--- config.mk ---
export PLATFORM = sky130hd
export DESIGN_NAME = udp_tx
export DESIGN_NICKNAME = d
export VERILOG_FILES = /design/src/rtl/udp_tx.sv
export SDC_FILE = /design/constraint.sdc
export NUM_CORES = 1
export LEC_CHECK = 0
export BUFFER_PORTS_ARGS = -buffer_cell sky130_fd_sc_hd__buf_2
export CORE_ASPECT_RATIO = 1.25
export CORE_MARGIN = 10
export CORE_UTILIZATION = 35
export CTS_BUF_LIST = sky130_fd_sc_hd__clkbuf_8
export CTS_CLUSTER_DIAMETER = 60
export CTS_CLUSTER_SIZE = 40
export DETAILED_ROUTE_END_ITERATION = 12
export PLACE_DENSITY = 0.59
export SYNTH_ARGS = -nofsm -noshare
export SYNTH_HDL_FRONTEND = slang
export SYNTH_SLANG_ARGS = --single-unit
export TNS_END_PERCENT = 30
--- constraint.sdc ---
create_clock -name clk -period 6.5 [get_ports clk]
set_input_delay 0.975 -clock clk [delete_from_list [all_inputs] [get_ports clk]]
set_output_delay 0.975 -clock clk [all_outputs]
set_load 0.05 [all_outputs]
--- src/rtl/udp_tx.sv ---
// UDP transmit framer: buffers one payload while summing it, then emits an
// 8-byte big-endian UDP header followed by the payload on a valid-only stream.
// state   | meaning
// IDLE    | waiting for start
// LOAD    | accepting payload bytes into the buffer, accumulating checksum
// CSUM    | add length, fold, complement
// HEADER  | emitting the 8 header bytes
// PAYLOAD | emitting buffered payload, then one cycle to drop valid/busy
module udp_tx #(
   parameter int          DATA_WIDTH  = 8,
   parameter logic [15:0] LOCAL_PORT  = 16'd5678,
   parameter int          MAX_PAYLOAD = 64
) (
   input  logic                  clk,
   input  logic                  rst,
   input  logic                  start,
   input  logic [15:0]           dst_port,
   input  logic [DATA_WIDTH-1:0] payload_in,
   input  logic                  payload_valid_in,
   input  logic                  payload_last,
   output logic                  ready,
   output logic [DATA_WIDTH-1:0] data_out,
   output logic                  valid_out,
   output logic                  busy,
   output logic                  error
);

   localparam int CW = $clog2(MAX_PAYLOAD + 1);
   localparam int AW = (MAX_PAYLOAD > 1) ? $clog2(MAX_PAYLOAD) : 1;

   typedef enum logic [2:0] {S_IDLE, S_LOAD, S_CSUM, S_HEADER, S_PAYLOAD} state_t;

   state_t        state_q;
   logic [15:0]   dst_q;
   logic [CW-1:0] n_q;
   logic [CW-1:0] rd_q;
   logic [31:0]   acc_q;
   logic [15:0]   len_q;
   logic [15:0]   csum_q;
   logic [2:0]    hdr_idx_q;
   logic [7:0]    data_q;
   logic          valid_q;
   logic          ready_q;
   logic          busy_q;
   logic          error_q;
   logic [7:0]    buf_q [2**AW];

   logic          accept;
   logic          full;
   logic [31:0]   word_add;
   logic [15:0]   len_d;
   logic [31:0]   sum_d;
   logic [16:0]   fold1_d;
   logic [15:0]   fold2_d;
   logic [7:0]    hdr_byte;
   logic [7:0]    rd_byte;

   // Even byte index is the high half of a 16-bit word; odd-length payloads pad with zero.
   always_comb begin
      accept   = (state_q == S_LOAD) && payload_valid_in;
      full     = (n_q == CW'(MAX_PAYLOAD));
      word_add = n_q[0] ? {24'h0, payload_in} : {16'h0, payload_in, 8'h00};
      len_d    = 16'(n_q) + 16'd8;
      sum_d    = acc_q + {16'h0, len_d};
      fold1_d  = {1'b0, sum_d[15:0]} + {1'b0, sum_d[31:16]};
      fold2_d  = fold1_d[15:0] + {15'h0, fold1_d[16]};
      rd_byte  = buf_q[rd_q[AW-1:0]];
      case (hdr_idx_q)
         3'd0:    hdr_byte = LOCAL_PORT[15:8];
         3'd1:    hdr_byte = LOCAL_PORT[7:0];
         3'd2:    hdr_byte = dst_q[15:8];
         3'd3:    hdr_byte = dst_q[7:0];
         3'd4:    hdr_byte = len_q[15:8];
         3'd5:    hdr_byte = len_q[7:0];
         3'd6:    hdr_byte = csum_q[15:8];
         default: hdr_byte = csum_q[7:0];
      endcase
   end

   always_ff @(posedge clk) begin
      if (accept && !full) buf_q[n_q[AW-1:0]] <= payload_in;
   end

   // Accumulator starts from the two port words; the length word is added once in CSUM.
   always_ff @(posedge clk) begin
      if (rst) begin
         state_q   <= S_IDLE;
         dst_q     <= '0;
         n_q       <= '0;
         rd_q      <= '0;
         acc_q     <= '0;
         len_q     <= '0;
         csum_q    <= '0;
         hdr_idx_q <= '0;
         data_q    <= '0;
         valid_q   <= 1'b0;
         ready_q   <= 1'b0;
         busy_q    <= 1'b0;
         error_q   <= 1'b0;
      end else begin
         error_q <= 1'b0;
         case (state_q)
            S_IDLE: begin
               if (start) begin
                  dst_q   <= dst_port;
                  n_q     <= '0;
                  rd_q    <= '0;
                  acc_q   <= {16'h0, LOCAL_PORT} + {16'h0, dst_port};
                  ready_q <= 1'b1;
                  busy_q  <= 1'b1;
                  state_q <= S_LOAD;
               end
            end
            S_LOAD: begin
               if (accept) begin
                  if (full) begin
                     error_q <= 1'b1;
                     ready_q <= 1'b0;
                     busy_q  <= 1'b0;
                     state_q <= S_IDLE;
                  end else begin
                     n_q   <= n_q + 1'b1;
                     acc_q <= acc_q + word_add;
                     if (payload_last) begin
                        ready_q <= 1'b0;
                        state_q <= S_CSUM;
                     end
                  end
               end
            end
            S_CSUM: begin
               len_q     <= len_d;
               csum_q    <= ~fold2_d;
               hdr_idx_q <= '0;
               state_q   <= S_HEADER;
            end
            S_HEADER: begin
               data_q    <= hdr_byte;
               valid_q   <= 1'b1;
               hdr_idx_q <= hdr_idx_q + 3'd1;
               if (hdr_idx_q == 3'd7) begin
                  rd_q    <= '0;
                  state_q <= S_PAYLOAD;
               end
            end
            S_PAYLOAD: begin
               if (rd_q == n_q) begin
                  data_q  <= '0;
                  valid_q <= 1'b0;
                  busy_q  <= 1'b0;
                  state_q <= S_IDLE;
               end else begin
                  data_q <= rd_byte;
                  rd_q   <= rd_q + 1'b1;
               end
            end
            default: state_q <= S_IDLE;
         endcase
      end
   end

   assign ready     = ready_q;
   assign data_out  = data_q;
   assign valid_out = valid_q;
   assign busy      = busy_q;
   assign error     = error_q;

endmodule

==> impl_results.md <==
* Final count of hold timing violations at 0
* Final setup violation count at 0
* Total of max-cap violations at 0
* Combinational group share of total power at 24.0%
* Number of inserted filler cells in the final layout at 7388
* Post-route design area at 30100 um2
* Sequential fraction of the synthesis area at 63.4%
* P_sw at 2940 uW
* Post-synth EDFFs at 512
* Setup total negative slack at 0 ns
* Top sig layer: met4
* CTS hold repair buffers at 0
* Area of the die at 90900 um2
* Width of the die at 272 um
* Proportion of power drawn by the clock network at 25.1%
* Number of cells on the worst reg-to-reg path at 26
* Post-layout minimum cycle time at 6.00 ns
* Global-route wire length before repair at 106000 um
* Root buffer cell: clkbuf_8
* Signal arrival time at the worst endpoint at 6.58 ns
* Clk_skew at 0.107 ns
* Area of the mapped netlist at 27700 um2
* Average wire per cell in the routed design at 23.5 um
* Syn Area/Cell at 15.0 um2
* Ys async rst share at 0%
* CORE AREA at 78600 um2
* Sequential Power Share at 50.9%
* Unrepaired setup endpoints after global routing: no
* CTS Buffer Depth at 3
* Pint at 6200 uW
* Clock-pin slew on the worst setup and hold paths at 0.11 ns
* Maximum achievable frequency at 0.167 GHz
* Number of DRC markers in iteration 0 at 1447
* Synth top area cells: edfxtp_1 (55%), mux4_2 (14%), dfxtp_1 (7.9%)
* Sw Share at 32.2%
* Start-to-end type of the worst setup path: register to register
* Result of the run: finished clean
* Area of combinational cells with multiple inputs at 9630 um2
* Maximum number of pins on one net before global-route repair at 67
* Number of antenna violations at the first check in global routing at 2
* FP Rows at 115
* Post-route setup slack at 0.505 ns
* Type of element launching the critical path: register
* H-tree depth at 2
* Slew at the pin with the worst max-slew slack at 1.06 ns
* Count of nets after finishing at 1943
* Most frequent cells after synthesis: edfxtp_1 (512), nor2_1 (170), mux4_2 (168)
* Library cell occupying the most area in the post-synthesis netlist: edfxtp_1
* Power per Cell Area at 304 nW/um2
* CTS Buf Count at 40
* Avg Vias per Cell at 5.40
* Later-pin clock latency in the skew report at 0.72 ns
* Storage element area at 17600 um2
* Number of nets in the synthesized netlist at 1934
* Flop and latch count out of synthesis at 622
* Cells resized by post-CTS repair at 0
* Number of pins with negative max-slew slack in the final report at 0
* Hold-critical path depth at 2
* Global placement routability congestion at 0.860
* Distinct cell type count of the synthesized netlist at 80
* Maximum ir drop on the vdd rail at 0.000216 V
* Maximum net fanout on the critical path at 12
* Post-CTS setup buffers at 0
* Synthesis Warnings at 0
* Initial core utilization at 35.3%
* Leading register cell type out of synthesis: edfxtp_1
* Clock tree sinks at 622
* Layout cells sized above 1 at 17.7%
* CP Capture Type: register
* Tcrit/Tclk final at 92.2%
* Leading cell type by number of instances after synthesis: edfxtp_1
* Post-placement setup slack at 0.539 ns
* Aggregate routed wire length at 69300 um
* Synth Instances at 1849
* Worst slew margin relative to its limit at 29.6%
* Cell area reported after detailed placement at 29100 um2
* Worst min-delay path category: register to register
* Met2 routed wirelength at 35300 um
* Post-detailed-route DRC marker count at 0
* GRT Total Usage at 15.1%
* Clock tree from TritonCTS: done
* Detailed-router iteration count before antenna repair at 5
* Layout area overhead at 8.67%
* Leak pwr at 0.00950 uW
* Routed wl met3 at 3030 um
* Die height at 335 um
* Number of buffers added on ports at 40
* Data required, critical path at 7.09 ns
* Top Ports at 41
* Post-detail-place hpwl at 47300 um
* Area share of the largest cell type after synthesis at 55.5%
* Antenna fix cells at 0
* Routed via count at 15900
* Detailed-routing wirelength on met1 at 29200 um
* Congestion Overflow GR at 0
* Number of global-route vias before repair at 16300
* Number of nets still failing antenna checks after routing at 0
sequential cells by signal (all words and copies together) (netlist names), 3 cells and up, named ones only:
register / count
len_q: 8
n_q: 7
csum_q: 16
acc_q: 32
state_q: 3
rd_q: 7
data_out: 8
hdr_idx_q: 3
dst_q: 16
buf_q: 512
layout make-up:
type / count / share of cell area (%)
tap: 1053 / 4.38
sequential: 622 / 58.4
timing repair buffer: 66 / 1.40
clock inverter: 33 / 1.63
inverter: 27 / 0.337
clock buffer: 41 / 1.87
multi-input combinational: 1101 / 32.0
worst max-delay path: stages (launching register included):
cell and delay (ns):
dfxtp_1 0.57, ha_1 0.33, ha_1 0.33, nor2b_1 0.14
o21a_1 0.14, o21ai_1 0.14, nor3_1 0.32, buf_4 0.21
nand3_1 0.10, xnor2_1 0.16, ha_1 0.34, and2b_1 0.21
o2111ai_2 0.29, nand3_1 0.13, a211oi_1 0.40, o21bai_1 0.13
a21oi_1 0.15, o21bai_1 0.09, a21o_1 0.24, ha_1 0.22
and3_1 0.19, nand3_1 0.16, nor3_1 0.07, and4bb_1 0.24
and3_1 0.23, a211o_1 0.31, o211ai_1 0.09
metal layers:
layer / vias to the layer above / global-route usage (%)
li1: 7158 / -
met1: 8276 / 19.3
met2: 386 / 26.2
met3: 84 / 2.14
met4: 0 / 4.26
met5: - / 0
cells by family after synthesis:
group | share of synthesized area (%)
AOI/OAI and AO/OA | 6.16
xor gates and xnor gates | 3.22
muxes | 14.0
DFF | 63.4
and+or+nand+nor | 8.73
buffers and inverters | 1.84
adders and majority gates | 2.61
worst paths after layout:
path                                from  slack, ns          to
worst max register to register    n_q[4]       0.50  csum_q[15]
worst min-delay path            dst_q[3]       0.46    dst_q[3]
worst max-delay path              n_q[4]       0.50  csum_q[15]
worst min register to register  dst_q[3]       0.46    dst_q[3]
power by group through the flow:
stage          Clock [uW]  Combinational (uW)  Sequential, uW
2_1_floorplan           0                1610            4640
3_3_place_gp            0                2180            4740
3_5_place_dp            0                2210            4740
4_1_cts              2360                2220            4650
5_1_grt              2500                2400            4670
6_report             2290                2200            4650
layout by cell type, fill, tap and decap left out, drive strengths merged, types with 6 or more instances in the layout:
master	instances
inv	43
and3	17
buf	66
o21a	9
xnor2	69
o211ai	10
and2	18
o21ai	48
a21o	16
nor2b	22
and4	6
mux4	168
a211o	6
nand3b	7
nand2	116
or2	8
dfxtp	110
nor2	170
clkbuf	41
nand3	42
xor2	33
nand4	23
nand2b	14
nor3	30
edfxtp	512
o21bai	7
ha	53
or3	11
a21oi	97
a211oi	25
clkinv	14
through the flow:
step	hold WS, ns	total power, uW	utilization (%)	cells
after floorplan	0.428	6250	-	1849
after global placement	0.445	6920	37.0	2869
after detailed placement	0.449	6950	37.0	2869
after CTS	0.465	9230	38.3	2943
after global routing	0.482	9570	38.3	2943
final	0.464	9140	38.3	2943
Power figures use the tool's default switching activity.
